===== src/rtl/gray_code_pipe.sv =====
// Multi-channel pipelined Gray<->binary converter with valid/ready handshake.
// Optional sticky Gray step checker: define GRAY_CODE_PIPE_STEP_CHECK_EN.
module gray_code_pipe #(
  parameter int WIDTH       = 32,
  parameter int CHANNELS    = 1,
  parameter int PIPE_STAGES = 2
) (
  input  logic                      clk,
  input  logic                      rst_n,
  input  logic                      s_valid,
  output logic                      s_ready,
  input  logic                      s_mode,
  input  logic [CHANNELS*WIDTH-1:0] s_data,
  output logic                      m_valid,
  input  logic                      m_ready,
  output logic                      m_mode,
  output logic [CHANNELS*WIDTH-1:0] m_data,
  output logic [CHANNELS-1:0]       err,
  input  logic                      err_clr
);

  // Stages 0..PIPE_STAGES-1 resolve decode slices; the last stage is the output register.
  localparam int NS = PIPE_STAGES + 1;
  localparam int SL = (WIDTH + PIPE_STAGES - 1) / PIPE_STAGES;

  logic [NS-1:0]                          r_vld, r_mode;
  logic [NS-1:0][CHANNELS-1:0][WIDTH-1:0] r_dat;
  logic [NS-1:0][CHANNELS-1:0][WIDTH-1:0] w_nxt;
  logic [NS-1:0]                          w_load, w_in_vld, w_in_mode;

  // Word holds binary above the slice and Gray below; bin[i] = bin[i+1] ^ gray[i].
  function automatic logic [WIDTH-1:0] resolve(input logic [WIDTH-1:0] w, input int s);
    logic [WIDTH-1:0] r;
    r = w;
    for (int i = WIDTH - 2; i >= 0; i--)
      if (i < WIDTH - s * SL && i >= WIDTH - (s + 1) * SL) r[i] = r[i+1] ^ r[i];
    return r;
  endfunction

  genvar s, c;
  generate
    for (s = 0; s < NS; s++) begin : g_stage
      // A stage may load if any stage at or after it is empty, or the output drains.
      assign w_load[s] = m_ready | ~(&r_vld[NS-1:s]);
      if (s == 0) begin : g_in
        assign w_in_vld[s]  = s_valid;
        assign w_in_mode[s] = s_mode;
        for (c = 0; c < CHANNELS; c++) begin : g_ch
          logic [WIDTH-1:0] w_b;
          assign w_b         = s_data[c*WIDTH +: WIDTH];
          assign w_nxt[s][c] = s_mode ? (w_b ^ (w_b >> 1)) : resolve(w_b, 0);
        end
      end else begin : g_mid
        assign w_in_vld[s]  = r_vld[s-1];
        assign w_in_mode[s] = r_mode[s-1];
        for (c = 0; c < CHANNELS; c++) begin : g_ch
          assign w_nxt[s][c] = r_mode[s-1] ? r_dat[s-1][c] : resolve(r_dat[s-1][c], s);
        end
      end
    end
  endgenerate

  always_ff @(posedge clk or negedge rst_n) begin
    if (!rst_n) begin
      r_vld  <= '0;
      r_mode <= '0;
      r_dat  <= '0;
    end else begin
      for (int k = 0; k < NS; k++) begin
        if (w_load[k]) begin
          r_vld[k] <= w_in_vld[k];
          if (w_in_vld[k]) begin
            r_mode[k] <= w_in_mode[k];
            r_dat[k]  <= w_nxt[k];
          end
        end
      end
    end
  end

  assign s_ready = w_load[0];
  assign m_valid = r_vld[NS-1];
  assign m_mode  = r_mode[NS-1];
  assign m_data  = r_dat[NS-1];

`ifdef GRAY_CODE_PIPE_STEP_CHECK_EN
  logic [CHANNELS-1:0][WIDTH-1:0] r_last;
  logic                           r_seen;
  logic [CHANNELS-1:0]            r_err;
  logic                           w_acc0;

  // More than one bit set <=> clearing the lowest set bit leaves something.
  function automatic logic multibit(input logic [WIDTH-1:0] x);
    return (x & (x - WIDTH'(1))) != '0;
  endfunction

  assign w_acc0 = s_valid & s_ready & ~s_mode;

  always_ff @(posedge clk or negedge rst_n) begin
    if (!rst_n) begin
      r_last <= '0;
      r_seen <= 1'b0;
      r_err  <= '0;
    end else begin
      if (w_acc0) begin
        r_last <= s_data;
        r_seen <= 1'b1;
      end
      for (int k = 0; k < CHANNELS; k++) begin
        if (err_clr) r_err[k] <= 1'b0;
        else if (w_acc0 && r_seen && multibit(s_data[k*WIDTH +: WIDTH] ^ r_last[k]))
          r_err[k] <= 1'b1;
      end
    end
  end

  assign err = r_err;
`else
  logic w_unused;
  assign w_unused = err_clr;
  assign err      = '0;
`endif

endmodule


===== config.mk =====
export PLATFORM = sky130hd
export DESIGN_NAME = gray_code_pipe
export DESIGN_NICKNAME = d
export VERILOG_FILES = /design/src/rtl/gray_code_pipe.sv
export SDC_FILE = /design/constraint.sdc
export NUM_CORES = 1
export LEC_CHECK = 0
export BUFFER_PORTS_ARGS = -buffer_cell sky130_fd_sc_hd__buf_2
export CORE_MARGIN = 5
export CORE_UTILIZATION = 52
export DETAILED_ROUTE_END_ITERATION = 10
export GPL_ROUTABILITY_DRIVEN = 0
export PLACE_DENSITY_LB_ADDON = 0.12
export SKIP_LAST_GASP = 1
export SLEW_MARGIN = 20
export SYNTH_ARGS = -nofsm -noshare
export SYNTH_HDL_FRONTEND = slang
export SYNTH_SLANG_ARGS = --single-unit

===== constraint.sdc =====
create_clock -name clk -period 2.4 [get_ports clk]
set_clock_uncertainty 0.15 [all_clocks]
set_input_delay 0.48 -clock clk [delete_from_list [all_inputs] [get_ports clk]]
set_output_delay 0.48 -clock clk [all_outputs]
set_load 0.005 [all_outputs]

==> impl_metrics.py, run 1 <==
metrics = {
    "clock_network": {
        "cts_tree": "done",
        "cts_num_sinks": 102,
        "clk_latency_ns": 0.37,
        "cts.htree.levels": 3,
        "cts.reportedPaths.clkPinSlew_ns": 0.09,
        "cts_made_buffers": 9,
        "root_buffer": "clkbuf_8",
        "cts_buffer_depth": 2,
    },
    "finish": {
        "n_fill_cell": 848,
        "drive_above_1_share_pct": 28.5,
        "antenna_cells": 0,
        "final_nets": 569,
        "multi_input_area_um2": 2200,
        "instances_no_fill": 669,
        "area_delta_synth_final_pct": 12.1,
        "regArea_um2": 2550,
    },
    "synth": {
        "synthCells": 480,
        "synthTopCellsByArea": "dfrtp_1, nand2_1, mux2_2",
        "synth_edf_count": 0,
        "syn_area_per_cell_um2": 10.5,
        "ys.flop_type": "dfrtp_1",
        "synth.top_cell.area_share_pct": 50.6,
        "synth_most_common_cell": "nand2_1",
        "ys_warn_count": 0,
        "async_flop_share_pct": 100,
        "syn_area_um2": 5040,
        "ys_types": 29,
        "synth_common_cells": "nand2_1, dfrtp_1, o21ai_0, mux2_2, xnor2_1",
        "synth_fp_nets": 518,
        "synth_seq_cells": 102,
        "synth_top_area_cell": "dfrtp_1",
        "ys_seq_area_share_pct": 50.6,
    },
    "route": {
        "remaining_drc_errors": 0,
        "drt_wl_total_um": 8830,
        "wire_per_inst_um": 13.2,
        "antenna_left": 0,
        "drtPass1Iterations": 4,
        "first_iter_violations": 113,
        "num_vias": 3146,
        "vias_per_cell": 4.70,
    },
    "sta": {
        "rsz0062_at_grt": "yes",
        "fmax_mhz": 428,
        "fin_ws_ns": 0.0641,
        "slew_headroom_pct": 45.8,
        "final-hold-violation-count": 0,
        "setup_viol": 0,
        "period_minus_slack_ns": 2.34,
        "fin_crit_sh_pct": 97.3,
        "finalMaxSlewViolations": 0,
        "worstMarginPinSlew_ns": 0.813,
    },
    "floorplan": {
        "die_y_um": 108,
        "num_rows": 36,
        "initial_core_util_pct": 52.5,
        "pin_count": 74,
        "die_width_um": 108,
        "core-area_um2": 9590,
        "die_area_um2": 11800,
    },
    "run": {
        "drv_cap": 0,
    },
    "placed_design": {
        "dp_hpwl_um": 6500,
        "dp.cells": 651,
        "port_buffers": 71,
        "pre_cts_ws_ns": -0.0606,
    },
    "setup_path": {
        "required_ns": 2.54,
        "crit_type": "reg2reg",
        "startpoint_type": "flop",
        "ff2ff_path_depth": 6,
        "arrival_ns": 2.47,
        "endpoint_kind": "flop",
        "path_max_fanout": 4,
    },
    "pwr": {
        "peakVddDrop_mv": 0.389,
        "swShare_pct": 33.1,
        "p_clk_share_pct": 16.5,
        "seqPwrFrac_pct": 43.8,
        "power_mw": 6.02,
        "powerDensity_nw_per_um2": 1070,
        "combPwrFrac_pct": 39.7,
        "p_int_mw": 4.03,
        "p_sw_mw": 2.00,
        "leakage_nw": 2.72,
    },
    "min_path": {
        "hold_class": "in2reg",
        "hold_depth": 2,
    },
    "global_routing": {
        "grt_start_max_net_pins": 51,
        "grt_pass1_wl_um": 14800,
        "grt_overflow": 0,
        "grt_pass1_vias": 2985,
        "grt_usage_pct": 16.0,
        "antenna_found_initial": 0,
    },
    "run_status": {
        "status": "complete, no violations",
    },
}
==> metal layers <==
layer,up-vias,track usage [%],part of all wire (%)
met4,0,5.95,1.1
met3,9,2.15,4.0
met2,66,22.0,41
met1,1458,25.7,54
li1,1613,-,-
met5,-,0,0
==> flip-flops by register name (all words and copies together) (netlist names) <==
name	flops
m_data	32
r_vld	3
r_mode	3
r_dat	64
==> repair_timing <==
action / CTS / global route
hold buffers: 1 / 0
gates cloned: 0 / 0
gates resized for setup: 0 / 6
buffers inserted: 0 / 1
pin swaps: 1 / 10
setup endpoints to repair: 1 / 5
endpoints found under the hold margin: 39 / 0
==> worst paths after layout <==
check / start / slack, ns / end
setup / recovery: r_dat[16]$_DFFE_PN0P_ / 0.06 / r_dat[35]$_DFFE_PN0P_
hold / removal: s_valid / 0.18 / r_vld[0]$_DFFE_PN0N_
setup reg to reg: r_dat[16]$_DFFE_PN0P_ / 0.06 / r_dat[35]$_DFFE_PN0P_
hold reg to reg: r_dat[55]$_DFFE_PN0P_ / 0.33 / r_dat[55]$_DFFE_PN0P_
max in group asynchronous: rst_n / 0.95 / r_dat[16]$_DFFE_PN0P_
min in group asynchronous: rst_n / 0.49 / r_dat[3]$_DFFE_PN0P_
==> power by group through the flow <==
stage	registers [mW]	clock network [mW]	logic [mW]
2_1_floorplan	2.57	0	1.96
3_3_place_gp	2.65	0	2.21
3_5_place_dp	2.67	0	2.27
4_1_cts	2.64	1.03	2.27
5_1_grt	2.72	1.08	2.65
6_report	2.64	0.994	2.39
==> layout by cell type (no fill, tap or decap), drive strengths merged, types with 2 or more instances in the layout <==
cell and instances:
xnor3 5, dfrtp 102, xor3 4, clkbuf 11, clkinvlp 2, inv 2
mux2 36, a21oi 5, buf 94, xor2 35, a31oi 3, xnor2 37
nor2b 4, or3 3, nand2 115, o21ai 47, nand2b 4, nor2 17
==> per-stage QoR <==
| step | instance area [um^2] | hold WS, ns | utilization (%) | setup TNS (ns) |
|---|---|---|---|---|
| final | 5650 | 0.185 | 58.9 | 0 |
| after global routing | 5650 | 0.187 | 58.9 | -0.0790 |
| after CTS | 5610 | 0.164 | 58.4 | 0 |
| after detailed placement | 5410 | 0.309 | 56.4 | -0.233 |
| after global placement | 5410 | 0.303 | 56.4 | -0.0929 |
| after floorplan | 5040 | 0.0344 | - | 0 |
==> critical path: stages, from the launching register on <==
cell and delay, ns:
dfrtp_1 0.38, xnor3_2 0.45, xnor3_2 0.48, xor2_2 0.19
xnor2_1 0.15, or3_1 0.31, a31oi_1 0.16
==> logic make-up after synthesis <==
kind of cell / count (synthesis) / share of synthesized area [%]
other cells: 1 / 0.0744
xor+xnor: 81 / 17.0
simple gates: 147 / 11.7
flops: 102 / 50.6
compound gates: 58 / 5.98
mux: 36 / 8.04
buf+inv: 55 / 6.55
==> cell type report <==
cell class	instances	area share, %
Clock inverter	5	0.731
Timing Repair Buffer	95	9.79
Multi-Input combinational cell	323	38.9
Sequential cell	102	45.2
Clock buffer	11	2.50
Tap cell	133	2.95
No activity file was read; power rests on OpenSTA's default activity.
==> inputs of run 2 (changes only) <==
--- a/config.mk
+++ b/config.mk
@@ -5,7 +5,7 @@
 export SDC_FILE = /design/constraint.sdc
 export NUM_CORES = 1
 export LEC_CHECK = 0
-export BUFFER_PORTS_ARGS = -buffer_cell sky130_fd_sc_hd__buf_2
+export BUFFER_PORTS_ARGS = -buffer_cell sky130_fd_sc_hd__clkbuf_2
 export CORE_MARGIN = 5
 export CORE_UTILIZATION = 52
 export DETAILED_ROUTE_END_ITERATION = 10
==> run 2 against run 1 <==
The flow now finishes with violations (setup timing). Sequential share of layout area barely moved. Combinational power fell by 4%. Sequential power barely moved. Largest cell class unchanged. Die area unchanged. Non-clock buffer count fell by 1. Setup slack worse by 0.079 ns.
==> impl_metrics.py, run 2 (same netlist as run 1, synthesis figures left out) <==
metrics = {
    "finish": {
        "final_common_cell": "nand2_1",
        "n_fill_cell": 863,
        "multi_input_area_um2": 2160,
        "instances_no_fill": 667,
        "drive_above_1_share_pct": 27.7,
        "regArea_um2": 2550,
        "largest_register_ffs": 64,
        "stdcell_area_um2": 5650,
        "final_nets": 568,
        "regMostFlops": "r_dat",
        "postLayoutCoreUtil_pct": 58.9,
        "antenna_cells": 0,
        "final_cell_mix": "nand2_1, dfrtp_1, clkbuf_2",
        "area_delta_synth_final_pct": 12.2,
    },
    "clock_network": {
        "cts_tree": "done",
        "hold_buffers": 0,
        "cts_buffer_depth": 2,
        "cts.htree.levels": 3,
        "cts_num_sinks": 102,
        "clk_latency_ns": 0.36,
        "post_cts_resize_count": 0,
        "root_buffer": "clkbuf_8",
        "cts.reportedPaths.clkPinSlew_ns": 0.09,
        "cts_made_buffers": 9,
    },
    "floorplan": {
        "num_rows": 36,
        "die_y_um": 108,
        "die_area_um2": 11800,
        "core-area_um2": 9590,
        "pin_count": 74,
        "initial_core_util_pct": 52.5,
        "die_width_um": 108,
    },
    "sta": {
        "fin_crit_sh_pct": 101,
        "period_minus_slack_ns": 2.42,
        "fmax_mhz": 414,
        "worstMarginPinSlew_ns": 0.892,
        "fin_ws_ns": -0.0152,
        "finalMaxSlewViolations": 0,
        "slew_headroom_pct": 40.5,
        "setup_viol": 1,
        "rsz0062_at_grt": "yes",
        "final-hold-violation-count": 0,
    },
    "setup_path": {
        "cp_cell_sequence": "xnor3_2 > xnor3_2 > buf_4 > xor2_2 > xnor2_1 > or3_1 > a31oi_1",
        "crit_type": "reg2reg",
        "path_max_fanout": 4,
        "startpoint_type": "flop",
        "arrival_ns": 2.55,
        "endpoint_kind": "flop",
        "required_ns": 2.53,
        "cp_slowest_cell": "xnor3_2",
        "max_stage_delay_ns": 0.43,
        "cp_common_cell": "xnor3_2",
    },
    "route": {
        "first_iter_violations": 188,
        "vias_per_cell": 4.65,
        "wire_per_inst_um": 13.1,
        "antenna_left": 0,
        "drt_wl_total_um": 8770,
        "remaining_drc_errors": 0,
        "num_vias": 3103,
        "drtPass1Iterations": 4,
    },
    "global_routing": {
        "grt_pass1_wl_um": 14700,
        "grt_pass1_vias": 3025,
        "antenna_found_initial": 0,
        "grt_overflow": 0,
        "grt_start_max_net_pins": 103,
        "grt_usage_pct": 15.9,
    },
    "pwr": {
        "powerDensity_nw_per_um2": 1100,
        "power_mw": 6.21,
        "peakVddDrop_mv": 0.415,
        "leakage_nw": 2.73,
    },
    "placed_design": {
        "dp.cells": 650,
        "port_buffers": 71,
        "postPlaceCellArea_um2": 5410,
        "dp_hpwl_um": 6330,
    },
    "run_status": {
        "status": "complete, but fails checks",
        "violations": "setup timing",
    },
    "min_path": {
        "hold_class": "in2async",
    },
    "run": {
        "drv_cap": 0,
    },
}
run 2: changes by cell type in the layout (fill, tap and decap cells not counted), moves of 2 or more:
cell	delta
xnor2_1	+2
clkbuf_2	+70
buf_2	-70
bufinv_16	+3
run 2: worst paths after layout:
check	end	slack, ns	start	cells after the start
setup / recovery	r_dat[35]$_DFFE_PN0P_	-0.02	r_dat[15]$_DFFE_PN0P_	7
hold / removal	r_dat[6]$_DFFE_PN0P_	0.01	rst_n	2
setup reg to reg	r_dat[35]$_DFFE_PN0P_	-0.02	r_dat[15]$_DFFE_PN0P_	7
hold reg to reg	r_dat[55]$_DFFE_PN0P_	0.32	r_dat[23]$_DFFE_PN0P_	2
max in group asynchronous	r_dat[9]$_DFFE_PN0P_	1.68	rst_n	2
min in group clk	r_vld[0]$_DFFE_PN0N_	0.19	s_valid	2
run 2: layout make-up:
cell class,instances,share of cell area [%]
clock inverters,5,1.88
flip-flops and latches,102,45.1
well taps,133,2.94
multi-input cells,323,38.2
clock buffers,10,2.26
repair buffers,94,9.60
run 2: routing by layer:
layer	global-route usage, %	vias to the layer above	part of all wire (%)
met5	0	-	0
met4	5.41	0	1.3
met3	3.16	7	3.8
met2	20.9	58	40
met1	25.7	1417	55
li1	-	1621	-
run 2: stage by stage:
step	worst slack (ns)	hold slack (ns)	TNS, ns
6_report	-0.0152	0.0131	-0.0152
2_1_floorplan	0.0401	0.0344	0
3_3_place_gp	-0.0338	0.304	-0.0345
4_1_cts	0.0000637	0.0321	0
5_1_grt	-0.0937	0.0495	-0.254
3_5_place_dp	-0.0726	0.309	-0.195
run 2: timing repair:
action / in CTS / in global routing
buffers inserted: 0 / 2
pin swaps: 1 / 1
setup endpoints to repair: 2 / 5
run 2: power by group:
group	total [mW]	switching (mW)	internal (mW)
registers	2.65	0.354	2.30
logic	2.30	1.02	1.28
clock network	1.25	0.562	0.691
run 2: worst max-delay path, delay by kind of cell (launching register included):
family,cells,cell delay [ns]
AO/OA/AOI/OAI,1,0.16
flip-flops,1,0.40
AND/OR/NAND/NOR,1,0.31
buffers and inverters,1,0.17
XOR/XNOR,4,1.16
==> inputs of run 3 (changes only) <==
--- a/config.mk
+++ b/config.mk
@@ -10,7 +10,7 @@
 export CORE_UTILIZATION = 52
 export DETAILED_ROUTE_END_ITERATION = 10
 export GPL_ROUTABILITY_DRIVEN = 0
-export PLACE_DENSITY_LB_ADDON = 0.12
+export PLACE_DENSITY = 0.85
 export SKIP_LAST_GASP = 1
 export SLEW_MARGIN = 20
 export SYNTH_ARGS = -nofsm -noshare
==> run 3 against run 2 <==
The flow now finishes without violations. Highest routed layer unchanged. Register-to-register slack better by 0.07 ns. Total power down 4.1%. Die area unchanged. Routed wire length up 2.6%.
==> impl_metrics.py, run 3 (same netlist as run 1, synthesis figures left out) <==
metrics = {
    "route": {
        "num_vias": 3268,
        "first_iter_violations": 152,
        "remaining_drc_errors": 0,
        "wire_per_inst_um": 13.4,
        "drtPass1Iterations": 4,
        "antenna_left": 0,
        "vias_per_cell": 4.86,
        "drt_wl_total_um": 8990,
    },
    "global_routing": {
        "antenna_found_initial": 0,
        "grt_usage_pct": 16.5,
        "grt_pass1_vias": 3243,
        "grt_overflow": 0,
        "grt_pass1_wl_um": 15400,
        "grt_start_max_net_pins": 52,
    },
    "finish": {
        "drive_above_1_share_pct": 28.3,
        "final_cell_mix": "nand2_1, dfrtp_1, clkbuf_2",
        "final_nets": 573,
        "instances_no_fill": 673,
        "largest_register_ffs": 64,
        "final_common_cell": "nand2_1",
        "regMostFlops": "r_dat",
        "antenna_cells": 0,
        "area_delta_synth_final_pct": 11.7,
        "n_fill_cell": 768,
    },
    "clock_network": {
        "cts.htree.levels": 3,
        "cts_made_buffers": 9,
        "cts_tree": "done",
        "clk_latency_ns": 0.36,
        "root_buffer": "clkbuf_8",
        "cts.reportedPaths.clkPinSlew_ns": 0.09,
        "cts_num_sinks": 102,
        "cts_buffer_depth": 2,
    },
    "setup_path": {
        "cp_slowest_cell": "xnor3_2",
        "ff2ff_path_depth": 6,
        "path_max_fanout": 4,
        "max_stage_delay_ns": 0.45,
        "arrival_ns": 2.47,
        "crit_type": "reg2reg",
        "cp_common_cell": "xnor3_2",
        "cp_cell_sequence": "xnor3_2 > xnor3_2 > xor2_2 > xnor2_1 > or3_1 > a31oi_1",
        "endpoint_kind": "flop",
        "required_ns": 2.53,
        "startpoint_type": "flop",
    },
    "floorplan": {
        "num_rows": 36,
        "core-area_um2": 9590,
        "die_width_um": 108,
        "die_y_um": 108,
        "initial_core_util_pct": 52.5,
        "pin_count": 74,
        "die_area_um2": 11800,
    },
    "placed_design": {
        "port_buffers": 71,
        "pre_cts_ws_ns": -0.101,
        "dp.cells": 653,
        "dp_hpwl_um": 6750,
    },
    "sta": {
        "rsz0062_at_grt": "yes",
        "fin_crit_sh_pct": 97.6,
        "worstMarginPinSlew_ns": 0.833,
        "fin_ws_ns": 0.0566,
        "setup_viol": 0,
        "period_minus_slack_ns": 2.34,
        "fmax_mhz": 427,
        "slew_headroom_pct": 44.5,
        "finalMaxSlewViolations": 0,
        "final-hold-violation-count": 0,
    },
    "pwr": {
        "leakage_nw": 2.72,
        "powerDensity_nw_per_um2": 1060,
        "peakVddDrop_mv": 0.480,
    },
    "min_path": {
        "hold_depth": 2,
        "hold_class": "in2reg",
    },
    "run": {
        "drv_cap": 0,
    },
    "run_status": {
        "status": "complete, no violations",
    },
}
## run 3: cell type report
type                            count  area [um^2]  share of cell area, %
Tap cell                          133          166                   2.96
Multi-Input combinational cell    323         2160                   38.4
Timing Repair Buffer               99          583                   10.4
Clock inverter                      5         36.3                  0.644
Clock buffer                       11          131                   2.33
Sequential cell                   102         2550                   45.3
## run 3: path summary, 6_finish.rpt
| check | slack (ns) | end | from |
|---|---|---|---|
| hold / removal | 0.16 | r_vld[0]$_DFFE_PN0N_ | s_valid |
| setup / recovery | 0.06 | r_dat[35]$_DFFE_PN0P_ | r_dat[16]$_DFFE_PN0P_ |
| hold reg to reg | 0.33 | r_dat[54]$_DFFE_PN0P_ | r_dat[54]$_DFFE_PN0P_ |
| setup reg to reg | 0.06 | r_dat[35]$_DFFE_PN0P_ | r_dat[16]$_DFFE_PN0P_ |
| max in group asynchronous | 1.01 | m_data[25]$_DFFE_PN0P_ | rst_n |
| min in group asynchronous | 0.47 | r_dat[1]$_DFFE_PN0P_ | rst_n |
## run 3: per-stage QoR
step | utilization (%) | hold slack [ns] | total power [mW] | setup TNS [ns] | instance area [um^2]
2_1_floorplan | - | 0.0344 | 4.53 | 0 | 5040
3_3_place_gp | 56.6 | 0.301 | 4.86 | -0.0632 | 5430
3_5_place_dp | 56.6 | 0.304 | 4.99 | -0.477 | 5430
4_1_cts | 58.5 | 0.153 | 5.96 | 0 | 5610
5_1_grt | 58.7 | 0.164 | 6.39 | -0.148 | 5630
6_report | 58.7 | 0.164 | 5.96 | 0 | 5630
## run 3: metal layers
| layer | track usage [%] | up-vias | share of wire, % |
|---|---|---|---|
| met4 | 7.75 | 0 | 1.8 |
| li1 | - | 1635 | - |
| met3 | 2.99 | 11 | 4.5 |
| met2 | 25.3 | 68 | 48 |
| met5 | 0 | - | 0 |
| met1 | 22.9 | 1554 | 46 |
## run 3: what timing repair did
item                                    CTS  global route
hold buffers                              1             0
hold endpoints to repair                 36             0
pin swaps                                 1             7
gates cloned                              0             0
buffers inserted                          1             2
endpoints found under the setup margin    3             4
resized for setup                         0             1
## run 3: critical path: cells and delay by family, from the launching register on
family | cells | cell delay [ns]
and+or+nand+nor | 1 | 0.31
DFF | 1 | 0.38
AOI/OAI and AO/OA | 1 | 0.17
xor gates and xnor gates | 4 | 1.25
## run 3: power breakdown
group	internal (mW)	total, mW	switching, mW	leakage [nW]
sequential	2.30	2.67	0.369	1.25
clock	0.378	0.932	0.555	0.0755
combinational	1.29	2.36	1.07	1.39
